## config.mk

```make
export PLATFORM = sky130hd
export DESIGN_NAME = result_display_ctl
export DESIGN_NICKNAME = d
export VERILOG_FILES = /design/src/rtl/result_display_ctl.sv
export SDC_FILE = /design/constraint.sdc
export NUM_CORES = 1
export LEC_CHECK = 0
export BUFFER_PORTS_ARGS = -buffer_cell sky130_fd_sc_hd__buf_4
export CAP_MARGIN = 20
export CORE_MARGIN = 3
export CORE_UTILIZATION = 40
export DETAILED_ROUTE_END_ITERATION = 10
export PLACE_DENSITY = 0.64
export SETUP_SLACK_MARGIN = 0.05
export SYNTH_ARGS = -nofsm -noshare
export SYNTH_HDL_FRONTEND = slang
export SYNTH_SLANG_ARGS = --single-unit
```

## constraint.sdc

```tcl
create_clock -name clk -period 11.6 [get_ports clk]
set_clock_uncertainty 0.05 [all_clocks]
set_input_delay 2.9 -clock clk [delete_from_list [all_inputs] [get_ports clk]]
set_output_delay 2.9 -clock clk [all_outputs]
set_load 0.01 [all_outputs]
```

## src/rtl/result_display_ctl.sv

```systemverilog
// Result display controller: captures each new CPU result into a small circular
// history and shows the selected entry, its index and sticky status on an 8-digit display.
module result_display_ctl #(
   parameter int DATA_WIDTH    = 16,
   parameter int HIST_DEPTH    = 4,
   parameter int REFRESH_COUNT = 100000
) (
   input  logic                          clk,
   input  logic                          reset,
   input  logic signed [DATA_WIDTH-1:0]  result,
   input  logic                          valid_result,
   input  logic                          error,
   input  logic                          halt,
   input  logic                          browse,
   output logic [7:0]                    an,
   output logic [6:0]                    seg,
   output logic                          dp,
   output logic [$clog2(HIST_DEPTH):0]   hist_count
);

   localparam int PW = $clog2(HIST_DEPTH);
   localparam int CW = PW + 1;
   localparam int RW = $clog2(REFRESH_COUNT);

   localparam logic [6:0] SEG_DASH  = 7'h3F;
   localparam logic [6:0] SEG_BLANK = 7'h7F;
   localparam logic [6:0] SEG_E     = 7'h06;
   localparam logic [6:0] SEG_H     = 7'h09;

   function automatic logic [6:0] hex7(input logic [3:0] v);
      logic [6:0] s;
      case (v)
         4'h0: s = 7'h40;
         4'h1: s = 7'h79;
         4'h2: s = 7'h24;
         4'h3: s = 7'h30;
         4'h4: s = 7'h19;
         4'h5: s = 7'h12;
         4'h6: s = 7'h02;
         4'h7: s = 7'h78;
         4'h8: s = 7'h00;
         4'h9: s = 7'h10;
         4'hA: s = 7'h08;
         4'hB: s = 7'h03;
         4'hC: s = 7'h46;
         4'hD: s = 7'h21;
         4'hE: s = 7'h06;
         default: s = 7'h0E;
      endcase
      return s;
   endfunction

   logic                 valid_q;
   logic [PW-1:0]        wr_ptr_q, wr_ptr_d;
   logic [CW-1:0]        count_q, count_d;
   logic [PW-1:0]        view_q, view_d;
   logic                 sticky_err_q, sticky_halt_q;
   logic [RW-1:0]        refresh_q;
   logic [2:0]           digit_sel_q;
   logic [7:0]           an_q, an_d;
   logic [6:0]           seg_q, seg_d;
   logic                 dp_q, dp_d;
   logic signed [15:0]   hist_mem [HIST_DEPTH];

   logic signed [15:0]   result_ext;
   logic                 capture;
   logic                 empty;
   logic [CW-1:0]        view_inc;
   logic [PW-1:0]        rd_idx;
   logic signed [15:0]   sel_val;
   logic                 sel_neg;
   logic [15:0]          sel_mag;
   logic [15:0]          mag_shift;

   assign result_ext = result;
   assign capture    = valid_result & ~valid_q;
   assign empty      = (count_q == '0);
   assign view_inc   = {1'b0, view_q} + CW'(1);
   // Newest entry sits just behind the write pointer; view counts backwards from it.
   assign rd_idx     = wr_ptr_q - PW'(1) - view_q;
   assign sel_val    = hist_mem[rd_idx];
   assign sel_neg    = sel_val[15];
   assign sel_mag    = sel_neg ? (16'd0 - sel_val) : sel_val;
   assign mag_shift  = sel_mag >> {digit_sel_q[1:0], 2'b00};

   always_comb begin
      wr_ptr_d = wr_ptr_q;
      count_d  = count_q;
      view_d   = view_q;
      if (capture) begin
         wr_ptr_d = wr_ptr_q + PW'(1);
         view_d   = '0;
         if (count_q != CW'(HIST_DEPTH))
            count_d = count_q + CW'(1);
      end else if (browse && !empty) begin
         view_d = (view_inc == count_q) ? '0 : view_inc[PW-1:0];
      end
   end

   always_comb begin
      an_d  = ~(8'd1 << digit_sel_q);
      dp_d  = (digit_sel_q != 3'd5);
      seg_d = SEG_BLANK;
      case (digit_sel_q)
         3'd0, 3'd1, 3'd2, 3'd3: seg_d = empty ? SEG_DASH : hex7(mag_shift[3:0]);
         3'd4:                   seg_d = SEG_BLANK;
         3'd5:                   seg_d = empty ? SEG_BLANK : hex7(4'(view_q));
         3'd6:                   seg_d = (!empty && sel_neg) ? SEG_DASH : SEG_BLANK;
         default:                seg_d = sticky_err_q  ? SEG_E :
                                         sticky_halt_q ? SEG_H : SEG_BLANK;
      endcase
   end

   always_ff @(posedge clk or posedge reset) begin
      if (reset) begin
         valid_q       <= 1'b0;
         wr_ptr_q      <= '0;
         count_q       <= '0;
         view_q        <= '0;
         sticky_err_q  <= 1'b0;
         sticky_halt_q <= 1'b0;
         refresh_q     <= '0;
         digit_sel_q   <= '0;
         an_q          <= 8'hFF;
         seg_q         <= SEG_BLANK;
         dp_q          <= 1'b1;
      end else begin
         valid_q       <= valid_result;
         wr_ptr_q      <= wr_ptr_d;
         count_q       <= count_d;
         view_q        <= view_d;
         sticky_err_q  <= sticky_err_q | error;
         sticky_halt_q <= sticky_halt_q | halt;
         if (refresh_q == RW'(REFRESH_COUNT - 1)) begin
            refresh_q   <= '0;
            digit_sel_q <= digit_sel_q + 3'd1;
         end else begin
            refresh_q   <= refresh_q + RW'(1);
         end
         an_q  <= an_d;
         seg_q <= seg_d;
         dp_q  <= dp_d;
      end
   end

   // Stale contents are unreachable once count_q is cleared, so storage needs no reset.
   always_ff @(posedge clk) begin
      if (capture)
         hist_mem[wr_ptr_q] <= result_ext;
   end

   assign an         = an_q;
   assign seg        = seg_q;
   assign dp         = dp_q;
   assign hist_count = count_q;

endmodule

```

==> run_results.csv, run 1 <==
group,metric,value,unit
cts,post-cts-setup-buffer-count,0,
die,die_w,125,um
status,status,"finished clean",
cts,cts_resized,0,
critical_path,cp-end-kind,"register",
timing,finalSetupTns,0,ns
critical_path,arrival,5.16,ns
die,ios,41,
cts,clk_pin_slew,0.07,ns
yosys,synth_ff_type,"edfxtp_1",
yosys,yosysTopAreaCellShare,0.342,
routing,postRouteAntennaNets,0,
die,die_h,125,um
yosys,synth_top_family_by_area,"simple AND/OR/NAND/NOR gates",
timing,maxSlewHeadroom,0.386,
die,die-area,0.0155,mm2
global_routing,grt_start_max_net_pins,42,
yosys,ys_seq_area_frac,0.545,
routing,drt_first_pass_iters,5,
yosys,synthCells,459,
routing,vias,3678,
layout,antenna_cells,0,
cts,clockBufferDepth,2,
layout,multiInputGateArea,0.00240,mm2
yosys,synth-compound-area-share,0.110,
power,total_power,2.02,mW
global_routing,globalRouteOverflowTotal,0,
placement,dp_slack,6.67,ns
critical_path,cp_common_cell,"inv_1",
timing,report.final.slew_viol_count,0,
die,start_util,0.416,
layout,seqCellArea,0.00307,mm2
timing,setup_viol,0,
die,core-area,0.0135,mm2
yosys,synth-adder-area-share,0.0601,
yosys,synth.most_common_cell,"edfxtp_1",
layout,fin_nets,546,
yosys,yosys-top-cells-area,"edfxtp_1, dfrtp_1, dfstp_2",
global_routing,antenna_found_initial,0,
yosys,synth_seq_cells,109,
yosys,synthMuxAreaShare,0.0828,
power,power.leakage,2.47,nW
cts,htree_num_levels,3,
layout,area_delta_synth_final,13.3,%
critical_path,cp_slowest_cell,"xnor3_2",
routing,drtIter0Drc,246,
cts,cts_buffers,9,
power,max-vdd-ir-drop,0.174,mV
worst_hold_path,hold_depth,1,
timing,hold_violations,0,
layout,drive_above_1_share,0.199,
placement,hpwl,7.88,mm
critical_path,crit_family,"compound AO/OA/AOI/OAI gates",
yosys,async_flop_share,0.413,
die,row_count,42,
routing,routed_wl,11.0,mm
routing,route.detailed.drc,0,
critical_path,path_cells,"inv_1 > ha_1 > xnor3_2 > mux4_2 > inv_1 > ha_1 > inv_1 > a2111oi_2 > a21oi_1 > xnor2_1 > mux4_2 > inv_1 > ha_1 > inv_1 > o2111a_1 > a311oi_1",
yosys,avgSynthCellArea,12.3,um2
global_routing,grt_pass1_vias,3687,
critical_path,cp_max_fo,26,
cts,cts.sinks,109,
critical_path,reg2reg_depth,16,
power,power-per-cell-area,317,mW/mm2
yosys,synth_top_cell_by_area,"edfxtp_1",
yosys,ys_top_cells_by_count,"edfxtp_1, nand2_1, dfrtp_1",
critical_path,critPathLaunchType,"register",
yosys,synth_xor_area_frac,0.0490,
critical_path,crit_cells,16,
timing,setup_ws,6.63,ns
placement,gp_congestion,0.880,
routing,viasPerCell,5.42,
yosys,synth_cell_types,70,
routing,post_drt_wl_per_cell,16.3,um
timing,min_period,4.97,ns
cts,cts-root-buf,"clkbuf_16",
critical_path,cp_num_buf_inv,5,
timing,fin_crit_sh,0.428,
critical_path,worst-setup-path-type,"reg2reg",
job,cap_violations,0,
layout,num-fill-cells,1219,
critical_path,worst_path_largest_cell_delay,0.68,ns
timing,worst_pin_slew,0.921,ns
placement,io_buffers,40,
cts,cts_hold_buf,0,
yosys,synth_warnings,0,
global_routing,grt_pass1_wl,18.8,mm
yosys,synth_fp_nets,508,
yosys,synth.cell_area,0.00562,mm2
timing,rsz0062_at_grt,"false",
cts,clkLatencyLatePin,0.35,ns
critical_path,required,11.80,ns
global_routing,gr-usage-all-layers,0.148,
yosys,synthSimpleGateAreaFrac,0.124,
cts,cts_tree,"built",
yosys,synth-edff-count,64,
timing,max_freq,0.201,GHz
worst_hold_path,min_path_type,"reg2reg",
## through the flow
step           utilization  std cells  cell area [um2]  hold WS (ns)
6_report             0.472        678             6370         0.425
5_1_grt              0.472        678             6370         0.440
4_1_cts              0.471        677             6360         0.430
3_5_place_dp         0.450        661             6080         0.416
3_3_place_gp         0.450        661             6080         0.413
2_1_floorplan            -        459             5620         0.396
## cell usage in the layout (no fill, tap or decap), types with 15 or more instances in the layout
| master | n |
|---|---|
| buf_4 | 42 |
| ha_1 | 27 |
| nand2_1 | 35 |
| nor3_1 | 16 |
| mux2i_1 | 24 |
| dfstp_2 | 15 |
| edfxtp_1 | 64 |
| xnor2_1 | 16 |
| inv_1 | 19 |
| nor2_1 | 25 |
| a21oi_1 | 19 |
| o21ai_0 | 18 |
| dfrtp_1 | 30 |
## power breakdown
part / switching, mW / internal (mW) / total (mW)
registers: 0.0295 / 0.479 / 0.508
clock network: 0.127 / 0.158 / 0.286
logic: 0.711 / 0.513 / 1.22
## path summary, 6_finish.rpt
check                      slack [ns]             to    startpoint
max reg2reg                      6.63         seg[0]     view_q[0]
max in group asynchronous        8.34          an[5]         reset
min                              0.42   refresh_q[4]  refresh_q[4]
min reg2reg                      0.42   refresh_q[4]  refresh_q[4]
min in group asynchronous        2.41  refresh_q[12]         reset
max                              6.63         seg[0]     view_q[0]
## logic make-up (layout without fill, tap and decap cells)
kind of cell    count (synthesis)  count (layout)
compound gates                 87              87
fa+ha+maj                      27              27
mux                            36              36
flops                         109             109
buf+inv                        37              80
simple gates                  135             135
xor+xnor                       28              28
## layer usage
layer | global-route usage | share of wire
met3 | 0.0403 | 0.048
met1 | 0.194 | 0.45
met5 | 0 | 0
met2 | 0.239 | 0.47
met4 | 0.0516 | 0.024
## area by class of cell
class,count,area share
clock buffer,13,0.0410
inverter,21,0.0124
multi-input combinational,313,0.376
timing repair buffer,43,0.0515
clock inverter,3,0.00295
tap,176,0.0346
sequential,109,0.481
## state kept, by name, summed over array words and instances (netlist names)
signal,cells
wr_ptr_q,2
digit_sel_q,3
sticky_halt_q,1
refresh_q,17
an,8
sticky_err_q,1
valid_q,1
view_q,2
seg,7
hist_mem,64
hist_count,3
No activity file was read; power rests on OpenSTA's default activity.
==> run 2: changes to the inputs <==
ABC_AREA = 1   (was unset)
PLACE_DENSITY = 0.66   (was 0.64)
clock period = 4.1 ns   (was 11.6 ns; I/O delays follow)
==> run_results.csv, run 2 <==
group,metric,value,unit
cts,cts_buffers,9,
worst_hold_path,min_path_type,"reg2reg",
yosys,synthCells,640,
cts,htree_num_levels,3,
layout,antenna_cells,0,
placement,io_buffers,40,
cts,cts_tree,"built",
global_routing,grt_pass1_vias,4174,
yosys,synth_top_cell_by_area,"edfxtp_1",
yosys,synth_seq_cells,109,
routing,routed.top_layer,"met4",
yosys,synth_ff_type,"edfxtp_1",
critical_path,cp_max_fo,11,
timing,maxSlewHeadroom,0.640,
yosys,synth-edff-count,64,
cts,clkLatencyLatePin,0.35,ns
cts,cts.sinks,109,
timing,report.final.slew_viol_count,0,
yosys,synth_fp_nets,689,
layout,largest_reg_flops,64,
timing,hold_violations,0,
routing,postRouteAntennaNets,0,
die,row_count,43,
layout,num-fill-cells,1337,
layout,area_delta_synth_final,13.8,%
yosys,synth_cell_types,45,
die,ios,41,
cts,clk_pin_slew,0.08,ns
routing,dr_wl_met3,564,um
yosys,yosysTopAreaCellShare,0.326,
routing,wl_met1,5.19,mm
routing,routed_wl,11.4,mm
cts,clockBufferDepth,2,
routing,drtIter0Drc,277,
layout,regMostFlops,"hist_mem",
critical_path,worst-setup-path-type,"reg2reg",
yosys,yosys-top-cells-area,"edfxtp_1, dfrtp_1, nand2_1",
global_routing,gr-usage-all-layers,0.147,
timing,setup_viol,0,
yosys,synth_warnings,0,
timing,max_freq,0.274,GHz
layout,drive_above_1_share,0.184,
placement,gp_congestion,0.835,
layout,seqCellArea,0.00307,mm2
critical_path,required,4.33,ns
routing,drt_first_pass_iters,5,
placement,hpwl,8.27,mm
yosys,async_flop_share,0.413,
critical_path,critPathLaunchType,"register",
yosys,synth.cell_area,0.00590,mm2
global_routing,antenna_found_initial,0,
routing,viasPerCell,4.92,
job,cap_violations,0,
timing,worst_pin_slew,0.540,ns
routing,route.detailed.drc,0,
layout,multiInputGateArea,0.00237,mm2
routing,vias,4283,
cts,post-cts-setup-buffer-count,0,
routing,post_drt_wl_per_cell,13.1,um
routing,wl_met2,5.48,mm
die,die_w,127,um
status,status,"finished clean",
global_routing,grt_start_max_net_pins,60,
timing,rsz0062_at_grt,"false",
layout,final_common_cell,"nand2_1",
yosys,ys_top_cells_by_count,"nand2_1, inv_1, edfxtp_1",
yosys,synth.most_common_cell,"nand2_1",
timing,fin_crit_sh,0.889,
die,die-area,0.0162,mm2
cts,cts_hold_buf,0,
die,die_h,127,um
die,core-area,0.0141,mm2
layout,fin_nets,735,
critical_path,cp-end-kind,"register",
global_routing,grt_pass1_wl,19.4,mm
die,start_util,0.417,
yosys,avgSynthCellArea,9.22,um2
layout,final_cell_mix,"nand2_1, inv_1, edfxtp_1",
yosys,ys_seq_area_frac,0.520,
cts,cts-root-buf,"clkbuf_16",
timing,min_period,3.64,ns
timing,finalSetupTns,0,ns
global_routing,globalRouteOverflowTotal,0,
critical_path,arrival,3.87,ns
==> run 2: changes by cell type after synthesis, sizes merged, moves of 7 or more <==
cell | before | now
nor3b | 8 | 1
o21ai | 20 | 46
mux2i | 24 | 4
inv | 21 | 100
nand2 | 36 | 168
clkbuf | 8 | 0
nand3 | 10 | 72
xnor2 | 16 | 4
mux4 | 8 | 0
nor3 | 17 | 9
and2 | 7 | 0
==> run 2: final timing paths <==
| check | start | endpoint | slack [ns] | depth (start not counted) |
|---|---|---|---|---|
| hold reg to reg | sticky_halt_q | sticky_halt_q | 0.42 | 1 |
| setup reg to reg | view_q[0] | seg[3] | 0.46 | 26 |
| hold / removal | sticky_halt_q | sticky_halt_q | 0.42 | 1 |
| min in group asynchronous | reset | refresh_q[2] | 0.76 | 3 |
| max in group asynchronous | reset | seg[2] | 2.86 | 3 |
| setup / recovery | view_q[0] | seg[3] | 0.46 | 26 |
==> run 2: metrics by stage <==
stage | instance area (um2) | std cells | utilization | setup slack [ns] | hold slack, ns
after global placement | 6390 | 854 | 0.452 | 0.539 | 0.408
after floorplan | 5900 | 640 | - | 0.751 | 0.390
after detailed placement | 6390 | 854 | 0.452 | 0.368 | 0.408
after CTS | 6700 | 870 | 0.473 | 0.346 | 0.427
after global routing | 6720 | 871 | 0.475 | 0.0729 | 0.444
final | 6720 | 871 | 0.475 | 0.455 | 0.421
==> run 2: kinds of logic (layout without fill, tap and decap cells) <==
logic type / Yosys count / count (layout) / share of synthesized area
compound gates: 76 / 76 / 0.0729
flops: 109 / 109 / 0.520
buf+inv: 115 / 166 / 0.0814
simple gates: 299 / 299 / 0.247
fa+ha+maj: 27 / 27 / 0.0573
xor+xnor: 9 / 9 / 0.0134
mux: 5 / 5 / 0.00869
==> run 2: final cells by class <==
type / count / area share
sequential: 109 / 0.457
multi-input combinational: 416 / 0.352
inverter: 102 / 0.0570
timing repair buffer: 48 / 0.0551
clock buffer: 9 / 0.0335
tap: 180 / 0.0335
clock inverter: 7 / 0.0119
==> run 2: routing by layer <==
| metal | track usage | up-vias |
|---|---|---|
| met1 | 0.189 | 1966 |
| met5 | 0 | - |
| met2 | 0.242 | 107 |
| li1 | - | 2190 |
| met4 | 0.0524 | 0 |
| met3 | 0.0339 | 20 |
==> run 2: worst max-delay path, cell delays in order (launching register included) <==
cell	delay, ns
dfrtp_1	0.48
inv_1	0.12
ha_1	0.26
inv_2	0.10
nand2_1	0.07
nand2_1	0.08
nand2_2	0.17
nand2_4	0.17
nand2_1	0.08
nand2_2	0.08
ha_1	0.18
nand3_2	0.13
nor2_4	0.13
nand2_2	0.07
nand2_2	0.07
nand3_1	0.07
nand3_1	0.10
nand2_1	0.10
a21oi_4	0.21
inv_1	0.12
ha_1	0.24
inv_1	0.12
nand3_1	0.08
nand3_1	0.09
nand3_1	0.08
nand2_1	0.06
nand2_1	0.06
==> run 2: timing repair <==
action / in CTS / in global routing
endpoints found under the setup margin: 0 / 6
gates resized for setup: 0 / 2
hold endpoints to repair: 0 / 0
Power of run 2 is not shown: default switching activity piles up to over one toggle a cycle in this logic, so the estimate is an artifact.
==> run 3: changes to the inputs <==
CELL_PAD_IN_SITES_DETAIL_PLACEMENT = 1   (was unset)
CELL_PAD_IN_SITES_GLOBAL_PLACEMENT = 2   (was unset)
CORE_UTILIZATION = 35   (was 40)
PLACE_DENSITY = 0.84   (was 0.66)
==> run_results.csv, run 3 (synthesis results as in run 2) <==
group,metric,value,unit
routing,drtIter0Drc,197,
cts,cts.sinks,109,
timing,min_period,3.63,ns
routing,vias,4422,
critical_path,required,4.35,ns
global_routing,globalRouteOverflowTotal,0,
global_routing,gr-usage-all-layers,0.157,
cts,clk_pin_slew,0.07,ns
critical_path,cp_num_buf_inv,4,
critical_path,cp_slowest_cell,"dfrtp_2",
routing,drt_first_pass_iters,4,
global_routing,grt_start_max_net_pins,60,
timing,maxSlewHeadroom,0.467,
routing,route.detailed.drc,0,
status,status,"finished clean",
cts,post-cts-setup-buffer-count,0,
timing,hold_violations,0,
cts,clkLatencyLatePin,0.36,ns
layout,num-fill-cells,1867,
critical_path,cp_max_fo,11,
timing,whs,0.448,ns
placement,hpwl,10.1,mm
global_routing,antenna_found_initial,0,
cts,htree_num_levels,3,
cts,cts_buffers,9,
timing,rsz0062_at_grt,"false",
timing,setup_viol,0,
cts,clockBufferDepth,2,
die,start_util,0.365,
timing,max_freq,0.275,GHz
critical_path,reg2reg_depth,26,
routing,viasPerCell,4.88,
placement,gp_congestion,0.804,
cts,cts-root-buf,"clkbuf_16",
routing,routed_wl,13.7,mm
critical_path,cp-startpoint,"view_q[0]",
cts,cts_tree,"built",
layout,fin_nets,735,
job,cap_violations,0,
layout,final_cell_mix,"nand2_1, inv_1, edfxtp_1",
layout,seqCellArea,0.00307,mm2
layout,drive_above_1_share,0.185,
worst_hold_path,hold_depth,1,
global_routing,grt_pass1_vias,4503,
worst_hold_path,min-delay-start,"sticky_halt_q",
die,die_h,136,um
critical_path,arrival,3.88,ns
layout,area_delta_synth_final,14.7,%
routing,post_drt_wl_per_cell,15.1,um
placement,io_buffers,40,
die,core-area,0.0162,mm2
layout,regMostFlops,"hist_mem",
layout,final_common_cell,"nand2_1",
critical_path,cp_common_cell,"nand2_1",
layout,antenna_cells,0,
critical_path,worstReg2RegStart,"view_q[0]",
critical_path,worst-setup-path-type,"reg2reg",
timing,report.final.slew_viol_count,0,
timing,fin_crit_sh,0.885,
timing,worst_pin_slew,0.792,ns
layout,largest_reg_flops,64,
critical_path,crit_cells,26,
global_routing,grt_pass1_wl,22.8,mm
die,row_count,46,
worst_hold_path,min_path_type,"reg2reg",
die,die-area,0.0185,mm2
critical_path,critPathLaunchType,"register",
cts,cts_hold_buf,0,
die,die_w,136,um
critical_path,worst_path_largest_cell_delay,0.43,ns
routing,postRouteAntennaNets,0,
layout,multiInputGateArea,0.00237,mm2
timing,finalSetupTns,0,ns
critical_path,cp-end-kind,"register",
critical_path,crit_family,"simple AND/OR/NAND/NOR gates",
die,ios,41,
==> run 3: cell count changes in the layout (fill, tap and decap cells not counted), sizes merged <==
| cell | previous run | this run |
|---|---|---|
| clkinv | 5 | 7 |
| inv | 104 | 102 |
==> run 3: area by class of cell <==
cell class              count  area share
clock inverters             7      0.0120
clock buffers               9      0.0333
repair buffers             48      0.0547
inverters                 102      0.0568
flip-flops and latches    109       0.453
well taps                 216      0.0399
multi-input cells         416       0.350
==> run 3: stage by stage <==
stage	utilization	instances	area, um2	setup slack [ns]
floorplan	-	640	5900	0.751
global placement	0.398	890	6440	0.480
detailed placement	0.398	890	6440	0.302
CTS	0.417	906	6750	0.290
global route	0.418	907	6770	0.0517
finish	0.418	907	6770	0.470
==> run 3: path summary, 6_finish.rpt <==
kind                                  to  slack (ns)
setup / recovery                  seg[0]        0.47
hold reg to reg            sticky_halt_q        0.45
setup reg to reg                  seg[0]        0.47
min in group asynchronous  hist_count[0]        0.76
hold / removal             sticky_halt_q        0.45
max in group asynchronous      view_q[0]        2.83
==> run 3: per-layer routing <==
layer  up-vias  part of all wire  track usage
met5         -                 0            0
met4         0             0.015       0.0504
met3        12             0.037       0.0274
met2        66              0.49        0.269
met1      2161              0.46        0.202
li1       2183                 -            -
==> run 3: timing repair <==
action                                 CTS  global route
setup endpoints to repair                0             7
endpoints found under the hold margin    0             0
resized for setup                        0             4
Power of run 3 is left out for the same reason.
